===== src/rtl/otp_word_sequencer.sv =====
// Byte-to-word packer that drives the one-time-pad encrypt block over a synchronized
// level start/done handshake and presents results (or bypassed words) on a ready/valid port.
module otp_word_sequencer #(
  parameter int unsigned SYNC_STAGES    = 2,
  parameter int unsigned TIMEOUT        = 255,
  parameter int unsigned RELEASE_CYCLES = 2,
  parameter logic [7:0]  PAD_BYTE       = 8'h00
) (
  input  logic        clk,
  input  logic        reset,
  input  logic        in_valid,
  output logic        in_ready,
  input  logic [7:0]  in_byte,
  input  logic        in_last,
  input  logic        bypass,
  output logic [15:0] enc_data_o,
  output logic        enc_start_o,
  output logic        enc_passthrough_o,
  input  logic [15:0] enc_result_i,
  input  logic        enc_done_i,
  output logic        out_valid,
  input  logic        out_ready,
  output logic [15:0] out_word,
  output logic        out_last,
  output logic        err,
  input  logic        err_clr
);

  localparam int unsigned CNT_W = 8;
  localparam logic [CNT_W-1:0] CNT_TIMEOUT  = CNT_W'(TIMEOUT);
  localparam logic [CNT_W-1:0] CNT_REL_LAST = CNT_W'(RELEASE_CYCLES - 1);

  typedef enum logic [2:0] {
    ST_IDLE, ST_FILL_LO, ST_DISPATCH, ST_WAIT_ACK,
    ST_WAIT_DONE, ST_ABORT, ST_RELEASE, ST_OUTPUT
  } state_t;

  state_t                 state, state_d;
  logic [SYNC_STAGES-1:0] sync_q;
  logic                   done_sync;
  logic [CNT_W-1:0]       cnt, cnt_d;
  logic [7:0]             hi_byte, hi_byte_d, lo_byte, lo_byte_d;
  logic                   byp, byp_d, last, last_d, captured, captured_d;
  logic                   in_ready_d, enc_start_d, out_valid_d, out_last_d, err_d;
  logic [15:0]            enc_data_d, out_word_d;
  logic                   in_fire, out_fire;

  assign done_sync         = sync_q[SYNC_STAGES-1];
  assign in_fire           = in_valid & in_ready;
  assign out_fire          = out_valid & out_ready;
  assign enc_passthrough_o = 1'b0;

  // Next-state, datapath and registered-output decode
  always_comb begin
    state_d    = state;
    cnt_d      = cnt;
    hi_byte_d  = hi_byte;
    lo_byte_d  = lo_byte;
    byp_d      = byp;
    last_d     = last;
    captured_d = captured;
    enc_data_d = enc_data_o;
    out_word_d = out_word;
    out_last_d = out_last;
    err_d      = err_clr ? 1'b0 : err;

    case (state)
      ST_IDLE: begin
        if (in_fire) begin
          hi_byte_d = in_byte;
          byp_d     = bypass;
          last_d    = in_last;
          if (in_last) begin
            lo_byte_d = PAD_BYTE;
            state_d   = ST_DISPATCH;
          end else begin
            state_d   = ST_FILL_LO;
          end
        end
      end
      ST_FILL_LO: begin
        if (in_fire) begin
          lo_byte_d = in_byte;
          last_d    = last | in_last;
          state_d   = ST_DISPATCH;
        end
      end
      ST_DISPATCH: begin
        captured_d = 1'b0;
        if (byp) begin
          out_word_d = {hi_byte, lo_byte};
          out_last_d = last;
          state_d    = ST_OUTPUT;
        end else begin
          enc_data_d = {hi_byte, lo_byte};
          cnt_d      = '0;
          state_d    = ST_WAIT_ACK;
        end
      end
      ST_WAIT_ACK: begin
        if (!done_sync) begin
          cnt_d   = '0;
          state_d = ST_WAIT_DONE;
        end else if (cnt == CNT_TIMEOUT) begin
          err_d   = 1'b1;
          state_d = ST_ABORT;
        end else begin
          cnt_d   = cnt + CNT_W'(1);
        end
      end
      ST_WAIT_DONE: begin
        if (done_sync) begin
          out_word_d = enc_result_i;
          out_last_d = last;
          captured_d = 1'b1;
          cnt_d      = '0;
          state_d    = ST_RELEASE;
        end else if (cnt == CNT_TIMEOUT) begin
          err_d   = 1'b1;
          state_d = ST_ABORT;
        end else begin
          cnt_d   = cnt + CNT_W'(1);
        end
      end
      ST_ABORT: begin
        err_d      = 1'b1;
        captured_d = 1'b0;
        cnt_d      = '0;
        state_d    = ST_RELEASE;
      end
      ST_RELEASE: begin
        if (cnt == CNT_REL_LAST) begin
          cnt_d   = '0;
          state_d = captured ? ST_OUTPUT : ST_IDLE;
        end else begin
          cnt_d   = cnt + CNT_W'(1);
        end
      end
      ST_OUTPUT: begin
        if (out_fire) state_d = ST_IDLE;
      end
      default: state_d = ST_IDLE;
    endcase

    // Outputs are decoded from the upcoming state so they flip on the transition edge
    in_ready_d  = (state_d == ST_IDLE) || (state_d == ST_FILL_LO);
    enc_start_d = (state_d == ST_WAIT_ACK) || (state_d == ST_WAIT_DONE) || (state_d == ST_ABORT);
    out_valid_d = (state_d == ST_OUTPUT);
  end

  always_ff @(posedge clk or posedge reset) begin
    if (reset) begin
      state       <= ST_IDLE;
      sync_q      <= '0;
      cnt         <= '0;
      hi_byte     <= '0;
      lo_byte     <= '0;
      byp         <= 1'b0;
      last        <= 1'b0;
      captured    <= 1'b0;
      in_ready    <= 1'b0;
      enc_data_o  <= '0;
      enc_start_o <= 1'b0;
      out_valid   <= 1'b0;
      out_word    <= '0;
      out_last    <= 1'b0;
      err         <= 1'b0;
    end else begin
      state       <= state_d;
      sync_q      <= {sync_q[SYNC_STAGES-2:0], enc_done_i};
      cnt         <= cnt_d;
      hi_byte     <= hi_byte_d;
      lo_byte     <= lo_byte_d;
      byp         <= byp_d;
      last        <= last_d;
      captured    <= captured_d;
      in_ready    <= in_ready_d;
      enc_data_o  <= enc_data_d;
      enc_start_o <= enc_start_d;
      out_valid   <= out_valid_d;
      out_word    <= out_word_d;
      out_last    <= out_last_d;
      err         <= err_d;
    end
  end

endmodule

===== config.mk =====
export PLATFORM = sky130hd
export DESIGN_NAME = otp_word_sequencer
export DESIGN_NICKNAME = d
export VERILOG_FILES = /design/src/rtl/otp_word_sequencer.sv
export SDC_FILE = /design/constraint.sdc
export NUM_CORES = 1
export LEC_CHECK = 0
export ABC_AREA = 1
export ABC_CLOCK_PERIOD_IN_PS = 3200
export BUFFER_PORTS_ARGS = -buffer_cell sky130_fd_sc_hd__buf_2
export CORE_ASPECT_RATIO = 0.9
export CORE_MARGIN = 2
export CORE_UTILIZATION = 60
export CTS_BUF_LIST = sky130_fd_sc_hd__clkbuf_4 sky130_fd_sc_hd__clkbuf_8
export DETAILED_ROUTE_END_ITERATION = 6
export PLACE_DENSITY_LB_ADDON = 0.05
export SLEW_MARGIN = 20
export SYNTH_ARGS = -nofsm -noshare
export SYNTH_HDL_FRONTEND = slang
export SYNTH_SLANG_ARGS = --single-unit

===== constraint.sdc =====
create_clock -name clk -period 3.2 [get_ports clk]
set_input_delay 0.48 -clock clk [delete_from_list [all_inputs] [get_ports clk]]
set_output_delay 0.48 -clock clk [all_outputs]
set_load 0.005 [all_outputs]

# == After elaboration in Yosys (flattened, before gate mapping) ==
# Index checks and enable logic that the tools add are counted.
# word_totals
reg_bits,69
in_bits,32
out_inout_bits,38
word_cells,94
# classes
addsub,1
eq_ne,20
muxes,37
bitwise_logic,4
n_reduce_logical,17
# ops
op,count
$mux 8,8
$pmux 8 s5,1
$mux 16,2
$pmux 16 s2,1
$mux 3,9
$pmux 3 s8,1
$eq 3x3->1 const B,7
$pmux 8 s2,1
$ne 2x2->1 const B,6
$eq 3x2->1 const B,3
$mux 1,9
$add 8x1->8 const B,1
$eq 8x1->1 const B,1
$eq 8x8->1 const B,1
$reduce_and 2->1,4
$eq 3x1->1 const B,2
$logic_not 3->1,2
$pmux 1 s2,3
$reduce_and 3->1,2
$reduce_bool 2->1,3
$reduce_bool 5->1,1
$reduce_and 4->1,1
$logic_or 1x1->1,3
$pmux 1 s3,1
5 further kinds,6

# == Longest topological paths before layout ==
# Gate-level depths: netlist of run 1.
# logic_depth
ltp_word,7
ltp_mapped,11
ltp_nobuf,11

# == Worst setup path before layout of run 1 ==
# OpenSTA, ideal clock, no wires.
# synth_timing
path_type,reg-to-reg
start,register state[1]
end,register out_last
setup_ns,0.128
arrival_ns,1.360
required_time_ns,3.072
slack_ns,1.713
stages_incl_launch_ff,8
path_buffers,1
cell_sequence,dfrtp_1 > buf_2 > nor2_4 > inv_2 > nor2_4 > nand2_1 > nand2_2 > mux2_1
# synth_via
elab_chain_len,3
elab_cells_between_ends,7
classes_between,4 x eq/ne; 1 x mux; 2 x reduce/logical
# synth_rtl
element,line_no,text
from (decl),38,"state_t state, state_d;"
from (signal assigned),169,state <= state_d;
$eq 3x2->1 / $eq 3x3->1 (equally long branches),67,case (state)
$ne 2x2->1 (no line) / $reduce_bool 2->1 (equally long branches),-,
$reduce_and 3->1 (no line),-,
to (signal assigned),182,out_last <= out_last_d;
to (decl),24,"output logic out_last,"
# Parallel ways exist; a longest one is shown, timed or not.
# A chain may end at the register's enable or synchronous reset.

# == Worst setup path after layout of run 1 ==
# Same ends and word-level chain as after synthesis.

==> results of run 1 <==
-- per-stage QoR --
step,hold slack (ps),worst slack [ps],instances,power [mW]
after floorplan,331.2,980.1,370,2.345
after global placement,334.9,1127,492,2.742
after detailed placement,337.8,1087,492,2.786
after CTS,238.7,1076,508,3.516
after global routing,225.6,910.3,508,3.801
final,248.3,1078,508,3.512
-- registers in the layout, summed over array words and instances (netlist names) --
register / cells
byp: 1
sync_q: 2
cnt: 8
enc_data_o: 16
state: 3
out_word: 16
lo_byte: 8
hi_byte: 8
out_valid: 1
err: 1
last: 1
out_last: 1
captured: 1
in_ready: 1
enc_start_o: 1
-- routing by layer --
| metal | vias to the layer above | routed length, µm | track usage, % |
|---|---|---|---|
| li1 | 1324 | - | - |
| met1 | 1218 | 3488 | 40.20 |
| met2 | 92 | 2984 | 37.07 |
| met3 | 2 | 449 | 8.209 |
| met4 | 0 | 25 | 6.403 |
| met5 | - | 0 | 0 |
-- area by class of cell --
cell class / count / area, µm² / area share (%)
clock inverters: 5 / 60.06 / 1.630
well taps: 65 / 81.33 / 2.207
inverters: 46 / 173.9 / 4.720
flip-flops and latches: 69 / 1727 / 46.86
clock buffers: 11 / 145.1 / 3.939
repair buffers: 70 / 355.3 / 9.643
multi-input cells: 242 / 1142 / 31.00
-- cells by family after synthesis --
kind of cell,after synthesis,synth area share (%)
mux,2,0.7249
compound gates,70,12.44
simple gates,164,21.83
fa+ha+maj,2,0.8053
buf+inv,59,7.652
other cells,1,0.1207
flops,69,55.58
xor+xnor,3,0.8459
-- synthesized netlist by cell type (all sizes together) --
cell    count  area share, %
nand2     100             12
inv        46            5.6
xor2        3           0.85
ha          2           0.81
conb        1           0.12
nand3      21            3.4
nand3b      1           0.24
o221ai      1           0.28
dfrtp      69             56
o211ai      5            1.2
o21ai      42            6.8
mux2        2           0.72
a21oi       6           0.97
buf         8            1.5
nor3b       1           0.40
nor3        1           0.16
nor2       39            5.3
clkbuf      5           0.60
nand4       1           0.20
a31oi      16            3.2
-- worst reg2reg max path, cell delays in order, from the launching register on --
cell,delay [ps]
sky130_fd_sc_hd__dfrtp_1,480
sky130_fd_sc_hd__nor2_4,190
sky130_fd_sc_hd__inv_2,70
sky130_fd_sc_hd__nor2_4,320
sky130_fd_sc_hd__nand2_1,150
sky130_fd_sc_hd__nand2_2,430
sky130_fd_sc_hd__mux2_1,370
-- how the worst max path moves through the flow --
| stage | start | end | slack [ps] | cells after the start |
|---|---|---|---|---|
| 6_report | state[1] | out_last | 1080 | 6 |
| 5_1_grt | state[2] | out_last | 910 | 7 |
| 4_1_cts | state[1] | out_last | 1080 | 6 |
| 3_5_place_dp | state[1] | out_last | 1090 | 6 |
| 3_3_place_gp | state[1] | out_last | 1130 | 6 |
| 2_1_floorplan | reset | byp | 980 | 1 |
-- where the power goes --
part / internal, mW / leakage [nW] / total [mW] / switching (mW)
clock: 0.391 / 0.103 / 0.717 / 0.326
sequential: 1.23 / 0.830 / 1.47 / 0.240
combinational: 0.493 / 0.983 / 1.32 / 0.831
==> results.txt, run 1 <==
Status = complete, no violations
Remaining global-route overflow = 0
Delay of the slowest cell on the worst path = 480 ps
Port buffer count = 68
Core area = 4925 µm²
Total negative setup slack = 0 ps
Register area share after synthesis = 55.58%
Worst path bufs/invs = 1
Latest clock arrival within the worst-skew pair = 330 ps
Post-Synthesis Cell Area = 3107 µm²
Worst IR Drop VDD = 0.5061 mV
Setup slack of the most critical reg-to-reg path = 1080 ps
First-pass GRT wire length = 11420 µm
Routed WL per cell = 13.68 µm
Die outline width = 79.85 µm
Cell count of the worst hold path = 1
Number of nets produced by synthesis = 404
Half-perimeter wire length after placement = 4971 µm
Commonest non-fill, non-tap cells in the layout = sky130_fd_sc_hd__nand2_1, sky130_fd_sc_hd__dfrtp_1, sky130_fd_sc_hd__buf_2
Worst clock skew = 7.458 ps
Setup Buffers After CTS = 0
Data arrival time of the worst path = 2340 ps
Count of antenna diodes in the layout = 0
Starting utilization of the core area = 63.08%
Minimum period implied by the final worst setup slack = 2122 ps
Utilization of the core after routing = 74.82%
H-tree Lvls = 3
Remaining design rule violation count = 0
Top Family by Delay on Critical Path = simple AND/OR/NAND/NOR gates
Detailed-routing iteration count for the pre-antenna-repair pass = 4
Pin count of the biggest net entering global routing = 53
Startpoint-to-endpoint class of the critical path = reg -> reg
Slowest stage cell on the critical path = sky130_fd_sc_hd__dfrtp_1
R2r endpoint = out_last
Reg2Reg Depth = 6
Total of hold buffers inserted after clock tree synthesis = 0
R2R Path Start = state[1]
Initial antenna violation count = 0
Ratio of cells with drive above 1 in the final layout = 22.57%
Series of cell instances along the critical path = nor2_4 -> inv_2 -> nor2_4 -> nand2_1 -> nand2_2 -> mux2_1
Number of vias after detailed routing = 2636
Area growth syn-to-layout = 18.61%
Ratio of final minimum period to clock period = 66.32%
Startpoint of the lowest-slack hold path = enc_done_i
Path category of the worst min-delay check = in -> reg
Achievable Freq = 0.4712 GHz
Most common cell after layout, fill and taps aside = sky130_fd_sc_hd__nand2_1
Vias per cell = 5.189
Non-Filler Cell Area, Final = 3685 µm²
Buffer type at the clock tree root = sky130_fd_sc_hd__clkbuf_8
Die area = 5770 µm²
Max-cap viol count = 0
P per Cell Area = 953.2 nW/µm²
Hold worst-path end = sync_q[0]
Number of CTS-inserted buffers = 9
Hold Violations, Final = 0
Headroom to the max-slew limit = 41.69%
Clk sink count = 69
Post-Route WL = 6947 µm
Least-Margin Pin Slew = 873.7 ps
Number of warnings issued by yosys = 0
Maximum buffer depth of the clock tree = 2
Post-synthesis instance total = 370
Io pins = 70
Unrepaired setup endpoints after global routing = false
Number of global-route vias before repair = 2406
FILL cells = 393
Post-DP Area = 3478 µm²
Kind of launch point of the worst setup path = flop
Cell mode on critical path = sky130_fd_sc_hd__nor2_4
Count of antenna-violating nets left after detailed routing = 0
Cell leakage power = 1.916 nW
Drt first-iter violations = 192
Clock tree from TritonCTS = built
Per-instance average area after synthesis = 8.397 µm²
Crit path required time = 3410 ps
Fin. max-slew vios = 0
Final-stage net count = 472
Flops & latches, synth = 69
Netlist cell types = 28
Number of failing setup endpoints in the final timing report = 0
Critical path peak fanout = 33
Number of placement rows = 24
Setup crit end kind = flop
Number of resized instances in the post-cts repair step = 0
Clock transition time at the flip-flop clock pins of the worst setup and hold paths = 80 ps
Global routing usage summed across all routing layers = 26.26%
Die Height = 72.27 µm
Final RePlAce weighted congestion = 0.9773
(Power assumes the default switching activity.)
==> inputs of run 2 (changes only) <==
--- a/config.mk
+++ b/config.mk
@@ -6,11 +6,11 @@
 export NUM_CORES = 1
 export LEC_CHECK = 0
 export ABC_AREA = 1
-export ABC_CLOCK_PERIOD_IN_PS = 3200
+export ABC_CLOCK_PERIOD_IN_PS = 2200
 export BUFFER_PORTS_ARGS = -buffer_cell sky130_fd_sc_hd__buf_2
 export CORE_ASPECT_RATIO = 0.9
 export CORE_MARGIN = 2
-export CORE_UTILIZATION = 60
+export CORE_UTILIZATION = 56
 export CTS_BUF_LIST = sky130_fd_sc_hd__clkbuf_4 sky130_fd_sc_hd__clkbuf_8
 export DETAILED_ROUTE_END_ITERATION = 6
 export PLACE_DENSITY_LB_ADDON = 0.05
==> constraint.sdc (replaced) <==
create_clock -name clk -period 2.2 [get_ports clk]
set_input_delay 0.33 -clock clk [delete_from_list [all_inputs] [get_ports clk]]
set_output_delay 0.33 -clock clk [all_outputs]
set_load 0.005 [all_outputs]
==> run 2 against run 1 <==
Final cell count grew 1.2%. Fmax grew 15%. Clock power grew 65%. Setup slack lost 720 ps. Global-route usage shrank 1.4 points. Via count grew 2.5%. First-iteration DRC count shrank 20%. Non-clock buffer count grew 4. Power grew 51%. Routed wire length grew 2.4%. Clock skew is essentially flat. Flip-flop and latch count is the same. Critical endpoint is now out_word[7]. Highest routed layer unchanged.
==> results.txt, run 2 (synthesis gave the netlist of run 1 again) <==
Detailed-routing iteration count for the pre-antenna-repair pass = 6 (+2)
Maximum buffer depth of the clock tree = 2 (unchanged)
Latest clock arrival within the worst-skew pair = 340 ps (about the same)
FILL cells = 434 (+10%)
Area growth syn-to-layout = 21.30%
Reg2Reg Depth = 8 (+2)
Max-cap viol count = 0 (unchanged)
Ratio of final minimum period to clock period = 83.80% (+17 points)
Starting utilization of the core area = 58.42% (-4.7 points)
Total of hold buffers inserted after clock tree synthesis = 0 (unchanged)
Place WS = 399.9 ps (-687.3 ps)
Half-perimeter wire length after placement = 5279 µm (+6.2%)
Worst IR Drop VDD = 0.8644 mV (+71%)
Remaining global-route overflow = 0 (unchanged)
Count of antenna diodes in the layout = 0 (unchanged)
Total negative setup slack = 0 ps (unchanged)
Timing startpoint of the critical path = state[0]
Met1 GRT Util = 40.08% (-0.12 points)
Remaining design rule violation count = 0 (unchanged)
Commonest non-fill, non-tap cells in the layout = sky130_fd_sc_hd__nand2_1, sky130_fd_sc_hd__dfrtp_1, sky130_fd_sc_hd__buf_2
Crit path required time = 2450 ps (-960 ps)
Vias per cell = 5.257 (+1.3%)
Global-route track usage on met3 = 6.355% (-1.9 points)
Setup slack of the most critical reg-to-reg path = 360 ps (-720 ps)
Slowest stage cell on the critical path = sky130_fd_sc_hd__dfrtp_1
Final-stage net count = 476 (+0.85%)
Most common cell after layout, fill and taps aside = sky130_fd_sc_hd__nand2_1
Final RePlAce weighted congestion = 0.8554 (-12%)
Critical path peak fanout = 32 (-3.0%)
Worst clock skew = 7.369 ps (-0.08879 ps)
Cell leakage power = 1.959 nW (+2.2%)
Ratio of cells with drive above 1 in the final layout = 23.27% (+0.69 points)
Die Height = 74.66 µm (+3.3%)
H-tree Lvls = 3 (unchanged)
CP Capture Point = out_word[7]
Series of cell instances along the critical path = nor2_1 -> nand2_1 -> nor2_1 -> inv_2 -> nand2_2 -> buf_4 -> nor2_1 -> a31oi_1
Io pins = 70 (unchanged)
Routing usage on met2 = 33.06% (-4.0 points)
Path category of the worst min-delay check = in -> async
Number of CTS-inserted buffers = 9 (unchanged)
Setup crit end kind = flop
Clock transition time at the flip-flop clock pins of the worst setup and hold paths = 80 ps (about the same)
Pin count of the biggest net entering global routing = 33 (-38%)
Least-Margin Pin Slew = 651.6 ps (-222.1 ps)
Number of global-route vias before repair = 2300 (-4.4%)
Core area = 5318 µm² (+8.0%)
Port buffer count = 68 (unchanged)
Achievable Freq = 0.5424 GHz (+15%)
Clock tree from TritonCTS = built
Placed cell count = 498 (+1.2%)
R2R Path Start = state[0]
First-pass GRT wire length = 11230 µm (-1.6%)
Number of resized instances in the post-cts repair step = 0 (unchanged)
Drt first-iter violations = 153 (-20%)
Cell mode on critical path = sky130_fd_sc_hd__nor2_1
Number of failing setup endpoints in the final timing report = 0 (unchanged)
Number of placement rows = 25 (+4.2%)
Top Family by Delay on Critical Path = simple AND/OR/NAND/NOR gates
Kind of launch point of the worst setup path = flop
Worst path bufs/invs = 2 (+1)
Delay of the slowest cell on the worst path = 530 ps (+50 ps)
Minimum period implied by the final worst setup slack = 1844 ps (-278.7 ps)
R2r endpoint = out_word[7]
Clk sink count = 69 (unchanged)
Least setup slack across all paths after layout = 356.4 ps (-721.3 ps)
Fin. max-slew vios = 0 (unchanged)
Startpoint-to-endpoint class of the critical path = reg -> reg
Routed WL per cell = 13.84 µm (+1.2%)
Die area = 6160 µm² (+6.8%)
Unrepaired setup endpoints after global routing = false
Setup Buffers After CTS = 0 (unchanged)
Status = complete, no violations
Data arrival time of the worst path = 2100 ps (-240 ps)
Buffer type at the clock tree root = sky130_fd_sc_hd__clkbuf_8
Post-Route WL = 7116 µm (+2.4%)
Die outline width = 82.51 µm (+3.3%)
P per Cell Area = 1403 nW/µm² (+47%)
Headroom to the max-slew limit = 56.49% (+15 points)
Utilization of the core after routing = 70.87% (-4.0 points)
Post-layout instance count excluding filler cells = 514 (+1.2%)
Initial antenna violation count = 0 (unchanged)
Worst hold margin = 71.61 ps (-176.7 ps)
Busiest grt layer = met1
Number of vias after detailed routing = 2702 (+2.5%)
Count of antenna-violating nets left after detailed routing = 0 (unchanged)
Hold Violations, Final = 0 (unchanged)
Largest registers = enc_data_o (16), out_word (16)
Number of gates on the worst path with buffers counted = 8 (+2)
Global routing usage summed across all routing layers = 24.90% (-1.4 points)
==> run 2: worst min path at each step <==
stage / depth (start not counted) / startpoint / end
CTS: 1 / enc_done_i / sync_q[0]
floorplan: 0 / sync_q[0] / sync_q[1]
detailed placement: 0 / sync_q[0] / sync_q[1]
global placement: 0 / sync_q[0] / sync_q[1]
finish: 2 / reset / cnt[3]
global route: 1 / enc_done_i / sync_q[0]
==> run 2: where the power goes <==
group          internal, mW  total (mW)  switching [mW]  leakage [nW]
combinational         0.750        1.97            1.22          1.01
clock                 0.702        1.18           0.476         0.116
sequential             1.79        2.14           0.355         0.830
total                  3.24        5.29            2.05          1.96
==> run 2: cell type report <==
class	count	area, µm²	share of cell area (%)
clock buffer	11	151.4	4.017
clock inverter	5	81.33	2.158
inverter	46	172.7	4.582
multi-input combinational	242	1142	30.31
sequential	69	1727	45.82
tap	67	83.83	2.224
timing repair buffer	74	410.4	10.89
==> run 2: worst register-to-register path, delay by kind of cell, from the launching register on <==
family / cells / cell delay (ps)
flops: 1 / 530
simple gates: 5 / 710
buf+inv: 2 / 350
compound gates: 1 / 160
==> run 2: layer usage <==
metal | wire [µm] | part of all wire, %
met5 | 0 | 0
met3 | 541 | 7.6
met4 | 75 | 1.1
met2 | 2938 | 41
met1 | 3561 | 50
==> run 2: stage by stage <==
stage               total power, mW  area [µm²]
floorplan                     3.411        3107
global route                  5.715        3769
CTS                           5.303        3769
detailed placement            4.115        3536
finish                        5.289        3769
global placement              4.063        3536
